File: config.mk
export PLATFORM = sky130hd
export DESIGN_NAME = gamma_cycle_ctrl
export DESIGN_NICKNAME = d
export VERILOG_FILES = /design/src/rtl/gamma_cycle_ctrl.sv
export SDC_FILE = /design/constraint.sdc
export NUM_CORES = 1
export LEC_CHECK = 0
export BUFFER_PORTS_ARGS = -buffer_cell sky130_fd_sc_hd__buf_4
export CORE_MARGIN = 1
export CORE_UTILIZATION = 45
export CTS_BUF_LIST = sky130_fd_sc_hd__clkbuf_8
export CTS_CLUSTER_SIZE = 8
export DETAILED_ROUTE_END_ITERATION = 7
export GPL_TIMING_DRIVEN = 1
export PLACE_DENSITY = 0.63
export SLEW_MARGIN = 5
export SYNTH_ARGS = -nofsm -noshare
export SYNTH_HDL_FRONTEND = slang
export SYNTH_SLANG_ARGS = --single-unit
File: constraint.sdc
create_clock -name clk -period 2.5 [get_ports clk]
set_clock_uncertainty 0.05 [all_clocks]
set_input_delay 0.5 -clock clk [delete_from_list [all_inputs] [get_ports clk]]
set_output_delay 0.5 -clock clk [all_outputs]
set_load 0.02 [all_outputs]
File: src/rtl/gamma_cycle_ctrl.sv
// gamma_cycle_ctrl: gamma-cycle sequencer for race-logic temporal operators (IDLE/CLEAR/RUN/REPORT).
// Optional GAMMA_FREE_RUN_EN: back-to-back gamma cycles after the first accept.
module gamma_cycle_ctrl #(
  parameter int NUM_IN            = 2,
  parameter int GAMMA_CYCLE_WIDTH = 16,
  parameter int TIME_W            = $clog2(GAMMA_CYCLE_WIDTH) + 1,
  parameter int RST_CYCLES        = 2
) (
  input  logic                       clk,
  input  logic                       rst_n,
  input  logic                       start,
  output logic                       ready,
  input  logic [NUM_IN*TIME_W-1:0]   in_time,
  output logic [NUM_IN-1:0]          edge_out,
  output logic                       grl_rst,
  input  logic                       res_in,
  output logic                       done,
  output logic [TIME_W-1:0]          res_time,
  output logic                       res_fired
);
  localparam logic [1:0] IDLE = 2'd0, CLEAR = 2'd1, RUN = 2'd2, REPORT = 2'd3;
  localparam int CW = $clog2(RST_CYCLES) + 1;
  localparam logic [TIME_W-1:0] LAST = TIME_W'(GAMMA_CYCLE_WIDTH - 1);
  localparam logic [TIME_W-1:0] INF  = TIME_W'(GAMMA_CYCLE_WIDTH);
`ifdef GAMMA_FREE_RUN_EN
  localparam bit FREE_RUN = 1'b1;
`else
  localparam bit FREE_RUN = 1'b0;
`endif
  logic [1:0]               state_q, state_d;
  logic [NUM_IN*TIME_W-1:0] t_reg_q, t_reg_d;
  logic [TIME_W-1:0]        tcount_q, tcount_d;
  logic [CW-1:0]            ccount_q, ccount_d;
  logic [TIME_W-1:0]        res_time_q, res_time_d;
  logic                     res_fired_q, res_fired_d;
  logic [NUM_IN-1:0]        edge_out_q, edge_out_d;
  logic                     ready_q, ready_d;
  logic                     grl_rst_q, grl_rst_d;
  logic                     done_q, done_d;
  logic                     load;
  always_comb begin
    state_d     = state_q;
    t_reg_d     = t_reg_q;
    tcount_d    = tcount_q;
    ccount_d    = ccount_q;
    res_time_d  = res_time_q;
    res_fired_d = res_fired_q;
    load        = (state_q == IDLE && start && ready_q) || (state_q == REPORT && FREE_RUN);
    case (state_q)
      CLEAR: begin
        state_d  = (ccount_q == CW'(RST_CYCLES - 1)) ? RUN : CLEAR;
        tcount_d = '0;
        ccount_d = ccount_q + CW'(1);
      end
      RUN: begin
        if (res_in && !res_fired_q) begin
          res_time_d  = tcount_q;
          res_fired_d = 1'b1;
        end
        state_d  = (tcount_q == LAST) ? REPORT : RUN;
        tcount_d = (tcount_q == LAST) ? tcount_q : tcount_q + TIME_W'(1);
      end
      REPORT:  state_d = IDLE;
      default: state_d = IDLE;
    endcase
    if (load) begin
      state_d     = CLEAR;
      t_reg_d     = in_time;
      ccount_d    = '0;
      res_time_d  = INF;
      res_fired_d = 1'b0;
    end
    // Edges are a pure compare against the rising counter, so they can only rise within RUN
    edge_out_d = '0;
    for (int i = 0; i < NUM_IN; i++)
      edge_out_d[i] = (state_d == RUN) && (tcount_d >= t_reg_q[i*TIME_W +: TIME_W]);
    ready_d   = state_d == IDLE;
    grl_rst_d = state_d != RUN;
    done_d    = state_d == REPORT;
  end
  always_ff @(posedge clk or negedge rst_n) begin
    if (!rst_n) begin
      state_q     <= IDLE;
      t_reg_q     <= '0;
      tcount_q    <= '0;
      ccount_q    <= '0;
      res_time_q  <= '0;
      res_fired_q <= 1'b0;
      edge_out_q  <= '0;
      ready_q     <= 1'b1;
      grl_rst_q   <= 1'b1;
      done_q      <= 1'b0;
    end else begin
      state_q     <= state_d;
      t_reg_q     <= t_reg_d;
      tcount_q    <= tcount_d;
      ccount_q    <= ccount_d;
      res_time_q  <= res_time_d;
      res_fired_q <= res_fired_d;
      edge_out_q  <= edge_out_d;
      ready_q     <= ready_d;
      grl_rst_q   <= grl_rst_d;
      done_q      <= done_d;
    end
  end
  assign ready     = ready_q;
  assign edge_out  = edge_out_q;
  assign grl_rst   = grl_rst_q;
  assign done      = done_q;
  assign res_time  = res_time_q;
  assign res_fired = res_fired_q;
endmodule

==> summary.txt, run 1 <==
Place
  • Placer Congestion: about 0.79
  • Placed cell area: approximately 1800 um^2
  • Detailed placement HPWL: roughly 2.3 mm
  • Port bufs: 24

Power and ir drop
  • Max VDD drop: roughly 500 uV
  • P_leak: slightly below 0.001 uW
  • Pwr Density: about 900 nW/um^2

Yosys
  • Flops & latches, synth: 30
  • Synth top area share: between 40% and 50%
  • Post-synth EDFFs: 0
  • Main synth FF type: dfrtp_1
  • Seq/Total Area, Yosys: 47.3%
  • Dominant cells by area after synthesis: dfrtp_1 44%, ha_1 12%, nand2_1 4.5%
  • Netlist Area Pre-Place: 1590 um^2
  • Yosys warning count: 0
  • Synth cell count leaders: 28 x dfrtp_1, 19 x nand2_1, 15 x ha_1, 14 x inv_1, 9 x o21ai_1
  • Post-synth ARST share: between 90% and 100%
  • Netlist cell types: 34
  • Post-Synthesis Cells: 155
  • Post-synth top area cell: dfrtp_1
  • Most frequent cell after synthesis: dfrtp_1
  • Avg Synthesized Cell Area: 10.3 um^2
  • Syn nets: around 180

CTS
  • Clk Latency, worst-skew pair: approximately 0.29 ns
  • Clock Tree Buf Depth: 2
  • CTS Buf Count: 5
  • TritonCTS clock tree: built
  • Num Clock Sinks: 30
  • Htree depth: 2
  • CTS clock-pin slew for the worst setup and hold paths: ~0.06 ns
  • Root buf cell: clkbuf_8
  • Hold_buf cts: 0

STA
  • Max transition margin: between 70% and 80%
  • RSZ-0062 raised after global routing: no
  • Pins Over Slew Limit: 0
  • Max Clock Freq: about 440 MHz
  • Final Hold Fails: 0
  • Final Setup Violations: 0
  • Worst-Margin Slew: between 0.3 and 0.4 ns
  • Setup_tns: 0 ns
  • Final period util: about nine tenths
  • Crit path time final: about 2.3 ns

Critical path
  • Critical Path Start: tcount_q[0]$_DFF_PN0_
  • Worst path required time: 2.62 ns
  • Kind of end point of the critical path: flop
  • Crit path kind: flop to flop
  • Setup slack, reg-to-reg: between 0.2 and 0.25 ns
  • Worst setup SP type: flop
  • Reg-to-Reg Start: tcount_q[0]$_DFF_PN0_
  • Arrival @ worst endpoint: 2.40 ns
  • Max FO, Critical Path: 6

Final layout
  • Share of cells above drive strength 1: between 20 and 25%
  • Fin nets: 210
  • P&R area growth vs syn: 19.6%
  • Cell area after layout: roughly 1900 um^2
  • Finished Core Util: between 50% and 60%
  • Antenna diodes: 0

GRT
  • Initial antenna violation count: 0
  • Gr usage total: roughly a fifth
  • Largest net degree at the start of global routing: 31
  • Vias in the first global route: about 1200
  • Remaining global-route overflow: 0
  • First-pass GRT wire length: 5.11 mm

Floorplan
  • IO Pins: 25
  • CORE AREA: between 3000 and 4000 um^2
  • Num rows: 21
  • Die width: roughly 61 um
  • Total die area: 3780 um^2
  • DIE HEIGHT: ~61 um
  • Initial Util: between 40% and 50%

Detailed routing
  • Drt pass-1 iters: 4
  • Final wirelength: between 3 and 4 mm
  • ANT nets after route: 0
  • DRC: 0
  • Via density: approximately 5.1
  • Routed WL per cell: 13.3 um
  • Vias: 1174
  • Starting DRT DRC Count: 16

Job
  • Max-cap violation count: 0

Run status
  • Outcome: finished, final reports clean

Min path
  • Hold Crit Class: input pin to async pin
-- state kept, by name (all words and copies together) (netlist names) --
signal and cells:
done 1, res_time 5, grl_rst 1, edge_out 2, t_reg_q 10, ccount_q 2
ready 1, tcount_q 5, state_q 2, res_fired 1
-- where the power goes --
part / switching, uW / total (uW) / internal [uW]
Clock: 189 / 482 / 293
Combinational: 351 / 591 / 239
Sequential: 51.8 / 663 / 612
Total: 592 / 1740 / 1140
-- routing by layer --
layer / vias up / track usage (%) / share of wire (%)
li1: 581 / - / -
met1: 562 / 22.1 / 44
met2: 23 / 33.0 / 51
met3: 8 / 4.41 / 3.0
met4: 0 / 12.4 / 2.7
met5: - / 0 / 0
-- worst max-delay path, cell delays in order, from the launching register on --
cell and delay (ns):
dfrtp_1 0.44, ha_1 0.27, and4b_4 0.28, o21ai_0 0.08
a21oi_1 0.28, ha_1 0.30, and4_1 0.20, a21oi_1 0.17
a21oi_2 0.08
-- final cells by class --
| cell class | instances | area (um^2) |
|---|---|---|
| fillers | 321 | 1460 |
| inverters | 14 | 52.6 |
| well taps | 46 | 57.6 |
| clock buffers | 5 | 68.8 |
| repair buffers | 26 | 195 |
| flip-flops and latches | 30 | 753 |
| clock inverters | 3 | 40.0 |
| multi-input cells | 104 | 737 |
-- final timing paths --
path | end | cells past startpoint
max in group asynchronous | ready$_DFF_PN1_ | 1
hold / removal | res_time[4]$_DFFE_PN0P_ | 1
hold reg to reg | t_reg_q[0]$_DFFE_PN0P_ | 2
setup reg to reg | edge_out[1]$_DFF_PN0_ | 8
min in group clk | t_reg_q[0]$_DFFE_PN0P_ | 3
setup / recovery | edge_out[1]$_DFF_PN0_ | 8
-- repair_timing --
action                     in CTS  in global routing
gates resized for setup         0                  2
setup endpoints to repair       0                  2
buffers inserted                0                  0
-- layout by cell type, fill, tap and decap left out --
cell type  count
a211oi_1       2
a21o_1         3
a21oi_1        7
a21oi_2        3
a31o_1         1
a31oi_1        1
a41oi_1        1
and2_1         1
and3_1         3
and4_1         2
and4b_4        1
buf_4         26
bufinv_16      1
clkbuf_8       5
clkinv_2       2
dfrtp_1       28
dfstp_2        2
ha_1          14
ha_2           1
inv_1         14
mux2_4         1
mux2i_1        5
nand2_1       19
nand2b_1       4
nand3_1        4
nand3b_2       1
nand4_1        2
nand4b_1       1
nor2_1         8
nor2_2         1
nor2b_1        1
o2111ai_4      1
o21ai_0        5
o21ai_1        9
o22ai_1        1
xnor2_1        1
-- per-stage QoR --
| stage | std cells | setup WS [ns] | hold WS [ns] | power, uW |
|---|---|---|---|---|
| 5_1_grt | 228 | 0.0661 | 0.108 | 1870 |
| 2_1_floorplan | 155 | 0.472 | 0.154 | 1130 |
| 3_3_place_gp | 220 | 0.169 | 0.401 | 1230 |
| 3_5_place_dp | 220 | 0.133 | 0.401 | 1260 |
| 4_1_cts | 228 | 0.114 | 0.0892 | 1750 |
| 6_report | 228 | 0.221 | 0.0780 | 1740 |
-- logic make-up (layout without fill, tap and decap cells) --
logic type	after synthesis	count (layout)	synth area share [%]
mux	6	6	4.08
simple gates	48	48	15.6
compound gates	34	34	13.9
flops	30	30	47.3
buf+inv	21	48	6.83
fa+ha+maj	15	15	11.8
xor+xnor	1	1	0.550
Note: power is estimated with default switching activity, not from simulation.
==> run 2, diff against run 1 <==
MAX_ROUTING_LAYER = met4   (was default)
==> run 2 against run 1 <==
Largest cell class unchanged. Worst hold slack worse by 0.0011 ns. Final area unchanged. Sequential share of layout area unchanged. Combinational power is essentially flat.
==> summary.txt, run 2 (synthesis gave the netlist of run 1 again) <==
Final layout
  • Most frequent cells in the layout: 28 x dfrtp_1, 26 x buf_4, 19 x nand2_1, 14 x inv_1, 14 x ha_1
  • Cell Count, Final, Fillers Out: 228 (unchanged)
  • Share of cells above drive strength 1: 24.7% (unchanged)
  • Most common cell after layout, fill and taps aside: dfrtp_1
  • Fin nets: 210 (unchanged)
  • P&R area growth vs syn: 19.6% (unchanged)
  • Antenna diodes: 0 (unchanged)
  • Max reg flops: 10 (unchanged)
  • Largest Register: t_reg_q

CTS
  • Post-CTS Resized: 0 (unchanged)
  • Hold_buf cts: 0 (unchanged)
  • Htree depth: 2 (unchanged)
  • Root buf cell: clkbuf_8
  • Setup Buffers After CTS: 0 (unchanged)
  • CTS clock-pin slew for the worst setup and hold paths: 0.06 ns (about the same)
  • Clock Tree Buf Depth: 2 (unchanged)
  • Clk Latency, worst-skew pair: 0.29 ns (about the same)
  • Num Clock Sinks: 30 (unchanged)
  • CTS Buf Count: 5 (unchanged)
  • TritonCTS clock tree: built

STA
  • Final period util: 91.3% (+0.13 points)
  • Final Setup Violations: 0 (unchanged)
  • Max Clock Freq: 438 MHz (-0.14%)
  • Final Hold Fails: 0 (unchanged)
  • Crit path time final: 2.28 ns (+0.00316 ns)
  • Max transition margin: 75.4% (about the same)
  • RSZ-0062 raised after global routing: no
  • Setup_tns: 0 ns (unchanged)
  • Pins Over Slew Limit: 0 (unchanged)
  • Worst-Margin Slew: 0.369 ns (-0.000386 ns)
  • Final hold slack: 0.0769 ns (-0.00112 ns)

GRT
  • Gr usage total: 20.1% (+0.62 points)
  • Largest net degree at the start of global routing: 31 (unchanged)
  • First-pass GRT wire length: 5.11 mm (unchanged)
  • Vias in the first global route: 1171 (unchanged)
  • Remaining global-route overflow: 0 (unchanged)
  • Initial antenna violation count: 0 (unchanged)

Critical path
  • Arrival @ worst endpoint: 2.40 ns (about the same)
  • Kind of end point of the critical path: flop
  • Register-to-Register Path Depth: 8 (unchanged)
  • Reg-to-Reg Start: tcount_q[0]$_DFF_PN0_
  • Slowest cell delay on critical path: 0.44 ns (about the same)
  • RR Endpoint: edge_out[1]$_DFF_PN0_
  • CP max-delay cell: dfrtp_1
  • Max FO, Critical Path: 6 (unchanged)
  • Worst setup SP type: flop
  • Worst path required time: 2.62 ns (about the same)
  • Crit path kind: flop to flop
  • Worst path cell trace: ha_1, and4b_4, o21ai_0, a21oi_1, ha_1, and4_1, a21oi_1, a21oi_2
  • Setup slack, reg-to-reg: 0.22 ns (about the same)

Place
  • Placer Congestion: 0.803 (+1.4%)
  • Cell count after placement: 220 (unchanged)
  • Port bufs: 24 (unchanged)
  • Detailed placement HPWL: 2.28 mm (unchanged)

Detailed routing
  • Via density: 5.14 (-0.17%)
  • Starting DRT DRC Count: 16 (unchanged)
  • Top sig layer: met4
  • Routed WL per cell: 13.3 um (-0.33%)
  • DRC: 0 (unchanged)
  • Drt pass-1 iters: 4 (unchanged)
  • Met1 Routed Length: 1.30 mm (-2.3%)
  • Routed met2 length: 1.54 mm (+0.39%)
  • ANT nets after route: 0 (unchanged)
  • DR WL met3: 108 um (+17%)
  • Vias: 1172 (-0.17%)
  • Final wirelength: 3.03 mm (-0.33%)

Run status
  • Outcome: finished, final reports clean

Floorplan
  • CORE AREA: 3360 um^2 (unchanged)
  • IO Pins: 25 (unchanged)
  • Num rows: 21 (unchanged)
  • Die width: 61.5 um (unchanged)
  • Initial Util: 47.4% (unchanged)
  • DIE HEIGHT: 61.5 um (unchanged)
  • Total die area: 3780 um^2 (unchanged)

Power and ir drop
  • P_leak: 0.000963 uW (unchanged)
  • Pwr Density: 911 nW/um^2 (about the same)
  • Total Power: 1730 uW (about the same)
  • Max VDD drop: 510 uV (about the same)

Job
  • Max-cap violation count: 0 (unchanged)

Min path
  • Hold Crit Class: input pin to async pin
==> run 2: per-stage QoR <==
| stage | cell area [um^2] | utilization [%] | worst slack, ns |
|---|---|---|---|
| after global routing | 1900 | 56.6 | 0.0661 |
| after detailed placement | 1790 | 53.2 | 0.133 |
| after floorplan | 1590 | - | 0.472 |
| final | 1900 | 56.6 | 0.218 |
| after CTS | 1900 | 56.4 | 0.114 |
| after global placement | 1790 | 53.2 | 0.169 |
==> run 2: critical path: cells and delay by family (launching register included) <==
| family | cells | cell delay, ns |
|---|---|---|
| AND/OR/NAND/NOR | 2 | 0.48 |
| flip-flops | 1 | 0.44 |
| adder cells (fa/ha/maj) | 2 | 0.57 |
| AO/OA/AOI/OAI | 4 | 0.61 |
==> run 2: area by class of cell <==
type / count / area, um^2
multi-input cells: 104 / 737
flip-flops and latches: 30 / 753
repair buffers: 26 / 195
well taps: 46 / 57.6
fillers: 321 / 1460
clock inverters: 3 / 40.0
inverters: 14 / 52.6
clock buffers: 5 / 68.8
==> run 2: where the power goes <==
| group | switching, uW | internal, uW |
|---|---|---|
| clock network | 190 | 293 |
| logic | 350 | 239 |
| registers | 51.8 | 612 |
==> run 2: how the worst max path moves through the flow <==
stage / to / start / slack, ns
6_report: edge_out[1]$_DFF_PN0_ / tcount_q[0]$_DFF_PN0_ / 0.22
4_1_cts: edge_out[0]$_DFF_PN0_ / state_q[1]$_DFF_PN0_ / 0.11
5_1_grt: edge_out[0]$_DFF_PN0_ / tcount_q[1]$_DFF_PN0_ / 0.07
3_5_place_dp: edge_out[0]$_DFF_PN0_ / state_q[1]$_DFF_PN0_ / 0.13
2_1_floorplan: edge_out[0]$_DFF_PN0_ / tcount_q[0]$_DFF_PN0_ / 0.47
3_3_place_gp: edge_out[0]$_DFF_PN0_ / state_q[1]$_DFF_PN0_ / 0.17
==> run 2: routing by layer <==
layer	GRT usage (%)	vias to the layer above
met1	22.1	559
met5	-	-
met4	12.4	0
met3	4.41	9
met2	33.0	23
li1	-	581
==> run 3, diff against run 2 <==
CELL_PAD_IN_SITES_DETAIL_PLACEMENT = 1   (was default)
CELL_PAD_IN_SITES_GLOBAL_PLACEMENT = 2   (was default)
CORE_UTILIZATION = 37   (was 45)
PLACE_DENSITY = 0.78   (was 0.63)
==> run 3 against run 2 <==
Critical path depth is the same. Worst hold slack gained 0.018 ns. Sequential power is essentially flat. Setup slack lost 0.046 ns. Core utilization shrank 10 points. Global-route usage shrank 0.92 points. Wire length grew 14%. Flip-flop and latch count is the same. Critical endpoint unchanged. Largest cell class unchanged. Largest power group unchanged. Highest routed layer unchanged.
==> summary.txt, run 3 (synthesis gave the netlist of run 1 again) <==
CTS
  • Hold_buf cts: 0 (unchanged)
  • Clk Latency, worst-skew pair: 0.28 ns (about the same)
  • Num Clock Sinks: 30 (unchanged)
  • Clock Tree Buf Depth: 2 (unchanged)
  • CTS clock-pin slew for the worst setup and hold paths: 0.06 ns (about the same)
  • Htree depth: 2 (unchanged)
  • CTS Buf Count: 5 (unchanged)
  • TritonCTS clock tree: built
  • Root buf cell: clkbuf_8

Final layout
  • Register Area: 753 um^2 (unchanged)
  • Largest Register: t_reg_q
  • Max reg flops: 10 (unchanged)
  • Fin nets: 210 (unchanged)
  • Filler cells: 469 (+46%)
  • Antenna diodes: 0 (unchanged)
  • Share of cells above drive strength 1: 24.2% (-0.55 points)
  • Most frequent cells in the layout: 28 x dfrtp_1, 26 x buf_4, 19 x nand2_1, 15 x inv_1, 14 x ha_1
  • P&R area growth vs syn: 18.8%
  • Area of the multi-input gates: 737 um^2 (unchanged)
  • Most common cell after layout, fill and taps aside: dfrtp_1
  • Finished Core Util: 46.6% (-10 points)
  • Cell Count, Final, Fillers Out: 232 (+1.8%)

Critical path
  • Max FO, Critical Path: 6 (unchanged)
  • Setup slack, reg-to-reg: 0.17 ns (-0.05 ns)
  • Worst path cell trace: ha_1, and4b_4, o21ai_0, a21oi_1, ha_1, and4_1, a21oi_1, a21oi_2
  • Critical Path Start: tcount_q[1]$_DFF_PN0_
  • Crit path buf inv count: 0 (unchanged)
  • Arrival @ worst endpoint: 2.44 ns (+0.04 ns)
  • RR Endpoint: edge_out[1]$_DFF_PN0_
  • CP max-delay cell: dfrtp_1
  • Kind of end point of the critical path: flop
  • Worst setup SP type: flop
  • Slowest cell delay on critical path: 0.44 ns (about the same)
  • Worst setup path end: edge_out[1]$_DFF_PN0_
  • Crit path kind: flop to flop
  • Register-to-Register Path Depth: 8 (unchanged)
  • Worst path required time: 2.62 ns (about the same)
  • Crit path max-delay family: compound AO/OA/AOI/OAI gates
  • Reg-to-Reg Start: tcount_q[1]$_DFF_PN0_
  • Critical Path Stages: 8 (unchanged)

Job
  • Max-cap violation count: 0 (unchanged)

STA
  • Crit path time final: 2.33 ns (+0.0461 ns)
  • Pins Over Slew Limit: 0 (unchanged)
  • Max Clock Freq: 430 MHz (-2.0%)
  • Final Hold Fails: 0 (unchanged)
  • RSZ-0062 raised after global routing: no
  • Final period util: 93.1% (+1.8 points)
  • Worst-Margin Slew: 0.395 ns (+0.0258 ns)
  • Slack of the critical path: 0.172 ns (-0.0461 ns)
  • Max transition margin: 73.7% (-1.7 points)
  • Setup_tns: 0 ns (unchanged)
  • Final Setup Violations: 0 (unchanged)

Floorplan
  • Num rows: 23 (+9.5%)
  • Initial Util: 39.3% (-8.1 points)
  • Die width: 67.6 um (+9.9%)
  • IO Pins: 25 (unchanged)
  • Total die area: 4570 um^2 (+21%)
  • DIE HEIGHT: 67.6 um (+9.9%)
  • CORE AREA: 4060 um^2 (+21%)

Place
  • Cell count after placement: 224 (+1.8%)
  • Place WS: 0.0818 ns (-0.0511 ns)
  • Placer Congestion: 0.725 (-9.8%)
  • Detailed placement HPWL: 2.53 mm (+11%)
  • Port bufs: 24 (unchanged)

Power and ir drop
  • P_leak: 0.000958 uW (-0.57%)
  • Total Power: 1680 uW (-3.3%)
  • Pwr Density: 887 nW/um^2 (-2.7%)
  • Max VDD drop: 412 uV (-19%)

Run status
  • Outcome: finished, final reports clean

Detailed routing
  • Final wirelength: 3.44 mm (+14%)
  • DRC: 0 (unchanged)
  • ANT nets after route: 0 (unchanged)
  • Starting DRT DRC Count: 78 (+62)
  • Vias: 1198 (+2.2%)
  • Routed WL per cell: 14.8 um (+12%)
  • Drt pass-1 iters: 4 (unchanged)
  • Via density: 5.16 (+0.46%)

GRT
  • Initial antenna violation count: 0 (unchanged)
  • Vias in the first global route: 1268 (+8.3%)
  • Largest net degree at the start of global routing: 31 (unchanged)
  • Gr usage total: 19.2% (-0.92 points)
  • First-pass GRT wire length: 6.06 mm (+19%)
  • Remaining global-route overflow: 0 (unchanged)

Min path
  • Hold Crit Class: input pin to async pin
-- run 3: changes by cell type in the layout (fill, tap and decap cells not counted), sizes merged --
cell | before | now
clkinv | 2 | 1
clkbuf | 5 | 6
inv | 14 | 15
bufinv | 1 | 0
-- run 3: power by group --
| part | switching (uW) | internal (uW) |
|---|---|---|
| logic | 373 | 243 |
| registers | 49.2 | 611 |
| clock network | 183 | 218 |
-- run 3: how the worst min path moves through the flow --
stage,to,slack [ns],cells after the start
floorplan,ccount_q[0]$_DFFE_PN0P_,0.15,0
global placement,done$_DFF_PN0_,0.40,1
detailed placement,done$_DFF_PN0_,0.41,1
CTS,edge_out[0]$_DFF_PN0_,0.1,1
global route,res_time[1]$_DFFE_PN0P_,0.11,1
finish,res_time[1]$_DFFE_PN0P_,0.09,1
-- run 3: timing repair --
item | in CTS | in global routing
endpoints found under the setup margin | 0 | 2
resized for setup | 0 | 2
buffers inserted | 0 | 0
-- run 3: final cells by class --
cell class	count	area share, %
tap	50	3.31
clock inverter	2	0.463
clock buffer	6	4.37
timing repair buffer	26	10.3
multi-input combinational	104	39.0
sequential	30	39.8
inverter	14	2.78
-- run 3: metrics by stage --
step | instance area, um^2 | hold WS (ns)
2_1_floorplan | 1590 | 0.154
3_3_place_gp | 1790 | 0.403
3_5_place_dp | 1790 | 0.406
4_1_cts | 1890 | 0.0987
5_1_grt | 1890 | 0.114
6_report | 1890 | 0.0947
-- run 3: per-layer routing --
| metal | GRT usage [%] | vias to the layer above | routed length (um) |
|---|---|---|---|
| li1 | - | 582 | - |
| met1 | 21.8 | 589 | 1530 |
| met2 | 32.1 | 22 | 1760 |
| met5 | - | - | 0 |
| met4 | 8.78 | 0 | 48 |
| met3 | 4.05 | 5 | 106 |
-- run 3: worst reg2reg max path: stages, from the launching register on --
cell	delay (ns)
dfrtp_1	0.44
ha_1	0.27
and4b_4	0.29
o21ai_0	0.08
a21oi_1	0.31
ha_1	0.30
and4_1	0.21
a21oi_1	0.19
a21oi_2	0.07
